<file path="src/rtl/updi_phy_ctrl_if.sv">
// Link-layer request/response, PHY enable handshakes and PHY frame-memory port for updi_phy_ctrl.
// master = the sequencer; slave = link layer + PHY loader side.
interface updi_phy_ctrl_if;
   logic        req_valid;
   logic        req_ready;
   logic        req_dir;
   logic [7:0]  req_data;
   logic        rsp_valid;
   logic [7:0]  rsp_data;
   logic [1:0]  rsp_err;
   logic        ten;
   logic        tend;
   logic        ren;
   logic        rend;
   logic        csb0;
   logic        web0;
   logic [6:0]  addr0;
   logic [11:0] i_data;
   logic [11:0] o_data;
   logic        busy;

   modport master (
      input  req_valid, req_dir, req_data, tend, rend, o_data,
      output req_ready, rsp_valid, rsp_data, rsp_err, ten, ren,
             csb0, web0, addr0, i_data, busy
   );

   modport slave (
      output req_valid, req_dir, req_data, tend, rend, o_data,
      input  req_ready, rsp_valid, rsp_data, rsp_err, ten, ren,
             csb0, web0, addr0, i_data, busy
   );
endinterface

</file>
<file path="src/rtl/updi_phy_ctrl.sv">
// Half-duplex UPDI PHY sequencer: builds/checks 12-bit frames in PHY memory and drives ten/ren.
// Optional RX timeout enabled by defining UPDI_PHY_CTRL_TIMEOUT_EN.
module updi_phy_ctrl #(
   parameter int       GUARD_CYC  = 16,
   parameter int       RX_TIMEOUT = 4096,
   parameter bit [6:0] TX_ADDR    = 7'h00,
   parameter bit [6:0] RX_ADDR    = 7'h40
) (
   input logic           clk,
   input logic           rst,
   updi_phy_ctrl_if.master bus
);

   localparam int CNT_MAX = (GUARD_CYC > RX_TIMEOUT) ? GUARD_CYC : RX_TIMEOUT;
   localparam int CW      = $clog2(CNT_MAX + 1);

   typedef enum logic [3:0] {
      IDLE, TX_LOAD, TX_START, TX_WAIT, GUARD,
      RX_START, RX_WAIT, RX_READ, RX_CHECK, RESP
   } state_t;

   state_t        state_q, state_d;
   logic [7:0]    data_q, data_d;
   logic          last_tx_q, last_tx_d;
   logic [CW-1:0] cnt_q, cnt_d;
   logic [7:0]    rsp_data_q, rsp_data_d;
   logic [1:0]    rsp_err_q, rsp_err_d;

   logic        req_ready;
   logic        rsp_valid;
   logic        ten;
   logic        ren;
   logic        csb0;
   logic        web0;
   logic [6:0]  addr0;
   logic [11:0] i_data;
   logic [11:0] tx_frame;

   assign tx_frame = {2'b11, ^data_q, data_q, 1'b0};

   always_comb begin
      state_d    = state_q;
      data_d     = data_q;
      last_tx_d  = last_tx_q;
      cnt_d      = cnt_q;
      rsp_data_d = rsp_data_q;
      rsp_err_d  = rsp_err_q;
      req_ready  = 1'b0;
      rsp_valid  = 1'b0;
      ten        = 1'b0;
      ren        = 1'b0;
      csb0       = 1'b1;
      web0       = 1'b1;
      addr0      = 7'h00;
      i_data     = 12'h000;

      case (state_q)
         IDLE: begin
            // Reset is folded in so the link layer never sees ready during reset.
            req_ready = ~rst;
            if (bus.req_valid) begin
               data_d = bus.req_data;
               cnt_d  = '0;
               if (!bus.req_dir)
                  state_d = TX_LOAD;
               else if (last_tx_q && (GUARD_CYC > 0))
                  state_d = GUARD;
               else
                  state_d = RX_START;
            end
         end
         TX_LOAD: begin
            csb0    = 1'b0;
            web0    = 1'b0;
            addr0   = TX_ADDR;
            i_data  = tx_frame;
            state_d = TX_START;
         end
         TX_START, TX_WAIT: begin
            ten = 1'b1;
            if (bus.tend) begin
               rsp_data_d = 8'h00;
               rsp_err_d  = 2'b00;
               last_tx_d  = 1'b1;
               state_d    = RESP;
            end else begin
               state_d = TX_WAIT;
            end
         end
         GUARD: begin
            if (cnt_q == CW'(GUARD_CYC - 1)) begin
               cnt_d   = '0;
               state_d = RX_START;
            end else begin
               cnt_d = cnt_q + 1'b1;
            end
         end
         RX_START: begin
            ren = 1'b1;
`ifdef UPDI_PHY_CTRL_TIMEOUT_EN
            cnt_d = cnt_q + 1'b1;
`endif
            state_d = bus.rend ? RX_READ : RX_WAIT;
         end
         RX_WAIT: begin
            ren = 1'b1;
            if (bus.rend) begin
               state_d = RX_READ;
`ifdef UPDI_PHY_CTRL_TIMEOUT_EN
            end else if (cnt_q == CW'(RX_TIMEOUT - 1)) begin
               // Abandon the receive; the memory holds nothing worth reading.
               rsp_data_d = 8'h00;
               rsp_err_d  = 2'b11;
               last_tx_d  = 1'b0;
               state_d    = RESP;
            end else begin
               cnt_d = cnt_q + 1'b1;
`endif
            end
         end
         RX_READ: begin
            csb0    = 1'b0;
            addr0   = RX_ADDR;
            state_d = RX_CHECK;
         end
         RX_CHECK: begin
            rsp_data_d = bus.o_data[8:1];
            if (bus.o_data[0] || (bus.o_data[11:10] != 2'b11))
               rsp_err_d = 2'b10;
            else if (bus.o_data[9] != ^bus.o_data[8:1])
               rsp_err_d = 2'b01;
            else
               rsp_err_d = 2'b00;
            last_tx_d = 1'b0;
            state_d   = RESP;
         end
         RESP: begin
            rsp_valid = 1'b1;
            state_d   = IDLE;
         end
         default: state_d = IDLE;
      endcase
   end

   always_ff @(posedge clk or posedge rst) begin
      if (rst) begin
         state_q    <= IDLE;
         data_q     <= 8'h00;
         last_tx_q  <= 1'b0;
         cnt_q      <= '0;
         rsp_data_q <= 8'h00;
         rsp_err_q  <= 2'b00;
      end else begin
         state_q    <= state_d;
         data_q     <= data_d;
         last_tx_q  <= last_tx_d;
         cnt_q      <= cnt_d;
         rsp_data_q <= rsp_data_d;
         rsp_err_q  <= rsp_err_d;
      end
   end

   assign bus.req_ready = req_ready;
   assign bus.rsp_valid = rsp_valid;
   assign bus.rsp_data  = rsp_data_q;
   assign bus.rsp_err   = rsp_err_q;
   assign bus.ten       = ten;
   assign bus.ren       = ren;
   assign bus.csb0      = csb0;
   assign bus.web0      = web0;
   assign bus.addr0     = addr0;
   assign bus.i_data    = i_data;
   assign bus.busy      = (state_q != IDLE);

endmodule

</file>
<file path="src/flat_wrapper.sv">
// flat-port wrapper written by rule: the top's interface ports become plain ports
module updi_phy_ctrl_flat 
#(
   parameter int       GUARD_CYC  = 16,
   parameter int       RX_TIMEOUT = 4096,
   parameter bit [6:0] TX_ADDR    = 7'h00,
   parameter bit [6:0] RX_ADDR    = 7'h40
)
  (clk, rst, bus_req_valid, bus_req_dir, bus_req_data, bus_tend, bus_rend, bus_o_data, bus_req_ready, bus_rsp_valid, bus_rsp_data, bus_rsp_err, bus_ten, bus_ren, bus_csb0, bus_web0, bus_addr0, bus_i_data, bus_busy);
  updi_phy_ctrl_if bus_i ();
  input logic clk;
  input logic rst;
  input wire logic [$bits(bus_i.req_valid)-1:0] bus_req_valid;
  input wire logic [$bits(bus_i.req_dir)-1:0] bus_req_dir;
  input wire logic [$bits(bus_i.req_data)-1:0] bus_req_data;
  input wire logic [$bits(bus_i.tend)-1:0] bus_tend;
  input wire logic [$bits(bus_i.rend)-1:0] bus_rend;
  input wire logic [$bits(bus_i.o_data)-1:0] bus_o_data;
  output wire logic [$bits(bus_i.req_ready)-1:0] bus_req_ready;
  output wire logic [$bits(bus_i.rsp_valid)-1:0] bus_rsp_valid;
  output wire logic [$bits(bus_i.rsp_data)-1:0] bus_rsp_data;
  output wire logic [$bits(bus_i.rsp_err)-1:0] bus_rsp_err;
  output wire logic [$bits(bus_i.ten)-1:0] bus_ten;
  output wire logic [$bits(bus_i.ren)-1:0] bus_ren;
  output wire logic [$bits(bus_i.csb0)-1:0] bus_csb0;
  output wire logic [$bits(bus_i.web0)-1:0] bus_web0;
  output wire logic [$bits(bus_i.addr0)-1:0] bus_addr0;
  output wire logic [$bits(bus_i.i_data)-1:0] bus_i_data;
  output wire logic [$bits(bus_i.busy)-1:0] bus_busy;
  assign bus_i.req_valid = bus_req_valid;
  assign bus_i.req_dir = bus_req_dir;
  assign bus_i.req_data = bus_req_data;
  assign bus_i.tend = bus_tend;
  assign bus_i.rend = bus_rend;
  assign bus_i.o_data = bus_o_data;
  assign bus_req_ready = bus_i.req_ready;
  assign bus_rsp_valid = bus_i.rsp_valid;
  assign bus_rsp_data = bus_i.rsp_data;
  assign bus_rsp_err = bus_i.rsp_err;
  assign bus_ten = bus_i.ten;
  assign bus_ren = bus_i.ren;
  assign bus_csb0 = bus_i.csb0;
  assign bus_web0 = bus_i.web0;
  assign bus_addr0 = bus_i.addr0;
  assign bus_i_data = bus_i.i_data;
  assign bus_busy = bus_i.busy;
  updi_phy_ctrl #(.GUARD_CYC(GUARD_CYC), .RX_TIMEOUT(RX_TIMEOUT), .TX_ADDR(TX_ADDR), .RX_ADDR(RX_ADDR)) u_core (.clk(clk), .rst(rst), .bus(bus_i));
endmodule
</file>
<file path="config.mk">
export PLATFORM = sky130hd
export DESIGN_NAME = updi_phy_ctrl_flat
export DESIGN_NICKNAME = d
export VERILOG_FILES = /design/src/rtl/updi_phy_ctrl_if.sv /design/src/rtl/updi_phy_ctrl.sv /design/src/flat_wrapper.sv
export SDC_FILE = /design/constraint.sdc
export NUM_CORES = 1
export LEC_CHECK = 0
export CAP_MARGIN = 20
export CELL_PAD_IN_SITES_DETAIL_PLACEMENT = 0
export CELL_PAD_IN_SITES_GLOBAL_PLACEMENT = 1
export CORE_AREA = 2 2 64 111
export DETAILED_ROUTE_END_ITERATION = 8
export DIE_AREA = 0 0 66 113
export PLACE_DENSITY_LB_ADDON = 0.05
export SYNTH_ARGS = -nofsm -noshare
export SYNTH_HDL_FRONTEND = slang
export SYNTH_SLANG_ARGS = --single-unit
</file>
<file path="constraint.sdc">
create_clock -name clk -period 1.7 [get_ports clk]
set_clock_uncertainty 0.15 [all_clocks]
set_input_delay 0.425 -clock clk [delete_from_list [all_inputs] [get_ports clk]]
set_output_delay 0.425 -clock clk [all_outputs]
set_load 0.02 [all_outputs]
</file>
# Yosys cells after proc, flatten, opt, wreduce, memory -nomap -nowiden
# Cells that the tools add are included.
word_totals:
  ff_bits: 36
  inputBits: 26
  output_inout_bits: 36
  wordCells: 65
classes:
  add_sub_neg: 1
  n_eq_ne: 16
  muxes: 27
  bitwise_logic: 1
  reduce_logical: 14
ops:
  columns: ["op", "count"]
  rows:
  - ["case mux 4 bit (8 select lines)", 1]
  - ["two-way mux 13 bit", 2]
  - ["case mux 13 bit (2 select lines)", 1]
  - ["two-way mux 4 bit", 5]
  - ["equality test 4 x 3 -> 1 bit (second input constant)", 4]
  - ["case mux 8 bit (2 select lines)", 1]
  - ["parity 8 bit", 2]
  - ["adder 13 x 1 -> 13 bit (second input constant)", 1]
  - ["equality test 13 x 4 -> 1 bit (second input constant)", 1]
  - ["two-way mux 12 bit", 1]
  - ["two-way mux 1 bit", 10]
  - ["equality test 4 x 2 -> 1 bit (second input constant)", 2]
  - ["equality test 4 bit (second input constant)", 2]
  - ["two-way mux 8 bit", 1]
  - ["inequality test 2 bit (second input constant)", 4]
  - ["two-way mux 7 bit", 1]
  - ["AND reduction 2 bit", 3]
  - ["OR reduction 2 bit", 3]
  - ["equality test 4 x 1 -> 1 bit (second input constant)", 1]
  - ["logical NOT 4 bit", 1]
  - ["two-way mux 2 bit", 2]
  - ["case mux 2 bit (2 select lines)", 1]
  - ["nonzero test 2 bit", 2]
  - ["nonzero test 4 bit", 1]
  - ["other kinds (6)", 6]

# Depth between registers and ports, before layout
logic_depth:
  ltp_word: 5
  mapped_depth: 5
  depth_no_buf: 5

# Worst setup path after synthesis
# OpenSTA, ideal clock, no wires.
synth_path:
  path_type: "flip-flop to output port"
  start: "reg u_core.state_q[2]"
  end: "out bus_i_data[1]"
  arrival_ps: 1525
  required_ps: 1125
  path_slack_ps: -400
  stages_incl_launch_ff: 5
  n_path_buf: 1
  path_cell_list: "dfrtp_1 > buf_4 > or3_1 > inv_2 > and2_1"
synth_between:
  elab_chain_cells: 2
synth_lines:
  columns: ["element", "line_no", "rtl"]
  rows:
  - ["from (decl)", "updi_phy_ctrl.sv:22", "state_t state_q, state_d;"]
  - ["from (signal assigned)", "updi_phy_ctrl.sv:154", "state_q <= state_d;"]
  - ["equality test 4 x 1 -> 1 bit", "updi_phy_ctrl.sv:57", "case (state_q)"]
  - ["two-way mux 12 bit", "updi_phy_ctrl.sv:57", null]
  - ["to (decl)", "flat_wrapper.sv:28", "output wire logic [$bits(bus_i.i_data)-1:0] bus_i_data;"]
# Every way passes these cells.

# Final worst setup path
layout_path:
  start: "reg u_core.state_q[3]"
  end: "out bus_i_data[8]"
# Same word-level chain as after synthesis.

==> impl_metrics.ini <==
[setup_path]
cp_data_required_time_ps = 1120
cp_max_fo = 6
max_stage_delay_ps = 430
cp.arrival_ps = 1550
critical_path_class = reg2out
crit_path_end_kind = primary output
path_buf_inv = 2
critical-path-top-delay-family = simple AND/OR/NAND/NOR gates
slowest_stage = or3_4
crit_chain = nand2b_4, or3_4, inv_8, and2_4, buf_6
critPathLaunchType = flip-flop

[finish]
fillers = 585
mostFrequentLayoutCell = buf_4
mostFrequentLayoutCells = buf_4 (45), buf_6 (40), dfrtp_1 (36)
drive_above_1_share_pct = 52.2
antenna_cells = 0
area_growth_pct = 86.1
nNetsFinal = 344

[power_and_ir_drop]
p_leak_nw = 1.73
powerDensity_nw_per_um2 = 1700
vdd_drop_max_mv = 0.958

[route]
drc = 0
wire_per_inst_um = 14.2
vias_per_cell = 4.82
num_vias = 1929
drt-pass1-iter-count = 4
initialDrtViolationCount = 51
routed_wl_mm = 5.70
drtAntennaViolNets = 0

[grt]
grt_pass1_vias = 1960
grt_remaining_overflow = 0
grt_pass1_wl_mm = 9.37
antenna_found_initial = 0
grt_use_total_pct = 16.0
grt_max_degree = 37

[outcome]
failed_checks = negative setup slack
status = finished, violations left

[synth]
synth_area_leaders = dfrtp_1 (45%), xnor2_1 (6.1%), mux2_2 (4.5%)
ys_seq_area_share_pct = 44.5
yosysWarningCount = 0
syn_avg_cell_area_um2 = 10.5
synth.distinct_cells = 54
ys_ff_latch = 36
async_reset_ff_share_pct = 100
netlist.area_leader.share_pct = 44.5
syn_inst = 193
ys.flop_type = dfrtp_1
synth_edf_count = 0
yosysTopAreaCell = dfrtp_1
syn_area_um2 = 2020

[floorplanning]
ios = 62
core_area_um2 = 6540
design.die.area_um2 = 7460
floorplan.initialDensity_pct = 30.9
rows = 39
die_w_um = 66
die_y_um = 113

[sta]
fmaxAchievable_mhz = 470
finalCriticalPeriod_ps = 2130
period_share_pct = 125
layout_setup_ws_ps = -426
slew_violations = 0
setup_violations = 38
whs_ps = 294
hold_viol = 0
final.setup.tns_ps = -7190
rsz0062_at_grt = yes

[clock_tree]
ctsLongestPathBuffers = 2
cts_tree = yes
cts_root_buffer = clkbuf_16
numCtsBuffers = 5
cts.sinks = 36
clk_pin_slew_ps = 50
cts-htree-levels = 2
clkLatencyLatePin_ps = 280

[run]
cap_viol_max_count = 0

[placed_design]
io_buffers = 54
dp_hpwl_mm = 3.86
gp_congestion = 0.782

[worst_hold_path]
min_path_type = in2reg
layer usage:
layer | vias to the layer above | wire length (um) | GRT usage, %
li1 | 936 | - | -
met1 | 943 | 2100 | 18.3
met2 | 43 | 3300 | 30.2
met3 | 7 | 199 | 1.99
met4 | 0 | 95 | 4.90
met5 | - | 0 | 0
repair_timing:
item                                    4_1_cts  5_1_grt
endpoints found under the setup margin       50       53
gates resized for setup                     166       48
pin swaps                                    27       37
cloned                                        2        0
hold buffers                                  0        0
buffers inserted                             17       11
flip-flops by register name, indices dropped and copies added (netlist names):
register             flops
u_core.last_tx_q         1
u_core.state_q           4
u_core.bus.rsp_err       2
u_core.cnt_q            13
u_core.data_q            8
u_core.bus.rsp_data      8
stage by stage:
step | instances | utilization (%) | total power, mW | area [um^2] | setup WS [ps]
floorplan | 199 | - | 3.28 | 2110 | -152
global placement | 368 | 46.4 | 4.64 | 3030 | -593
detailed placement | 368 | 46.4 | 4.64 | 3030 | -605
CTS | 395 | 54.1 | 6.12 | 3540 | -462
global route | 400 | 57.6 | 6.82 | 3770 | -467
finish | 400 | 57.6 | 6.42 | 3770 | -426
layout make-up:
type                    instances  area (um^2)  share of cell area (%)
multi-input cells             146         1390                    36.8
repair buffers                124         1200                    31.9
flip-flops and latches         36          901                    23.9
clock buffers                   8          146                    3.89
well taps                      82          103                    2.72
inverters                       3         18.8                   0.498
repair inverters                1         8.76                   0.233
power by group:
part | internal, mW | switching [mW]
Combinational | 2.23 | 1.89
Clock | 0.584 | 0.335
Sequential | 1.16 | 0.209
Total | 3.98 | 2.44
path summary, 6_finish.rpt:
path | from | end | slack (ps) | cells after the start
min in group asynchronous | rst | u_core.data_q[6]$_DFFE_PP0P_ | 550 | 4
min | bus_o_data[8] | u_core.bus.rsp_data[7]$_DFFE_PP0P_ | 290 | 2
max | u_core.state_q[3]$_DFFE_PP0P_ | bus_i_data[8] | -430 | 5
max reg2reg | u_core.state_q[1]$_DFFE_PP0P_ | u_core.cnt_q[3]$_DFFE_PP0P_ | -150 | 5
min reg2reg | u_core.bus.rsp_err[0]$_DFFE_PP0P_ | u_core.bus.rsp_err[0]$_DFFE_PP0P_ | 340 | 1
max in group asynchronous | rst | u_core.cnt_q[4]$_DFFE_PP0P_ | 650 | 4
cell usage after synthesis (2+ instances only):
| cell | count |
|---|---|
| buf_4 | 10 |
| xor2_1 | 5 |
| nor4_1 | 4 |
| nand3_1 | 5 |
| o22ai_1 | 2 |
| a22o_1 | 9 |
| xnor2_1 | 14 |
| inv_1 | 2 |
| o21ai_0 | 7 |
| nand2_1 | 7 |
| nand4_1 | 4 |
| buf_2 | 4 |
| nor2_1 | 19 |
| a21oi_1 | 4 |
| mux2_2 | 8 |
| dfrtp_1 | 36 |
| and2_1 | 9 |
| nand4b_1 | 2 |
| nand2b_1 | 2 |
| or3_1 | 3 |
| and3_1 | 4 |
logic make-up (layout without fill, tap and decap cells):
kind of cell / Yosys count / count (layout) / share of synthesized area, %
AND/OR/NAND/NOR: 74 / 74 / 22.4
flip-flops: 36 / 36 / 44.5
AO/OA/AOI/OAI: 35 / 36 / 12.9
XOR/XNOR: 20 / 20 / 9.34
buffers and inverters: 18 / 136 / 5.50
multiplexers: 8 / 8 / 4.45
adder cells (fa/ha/maj): 1 / 1 / 0.618
other: 1 / 7 / 0.185
worst register-to-register path: cells and delay by family, from the launching register on:
kind	cells	cell delay [ps]
flip-flops	1	380
buffers and inverters	2	270
AO/OA/AOI/OAI	2	350
AND/OR/NAND/NOR	1	580
No activity file was read; power rests on OpenSTA's default activity.
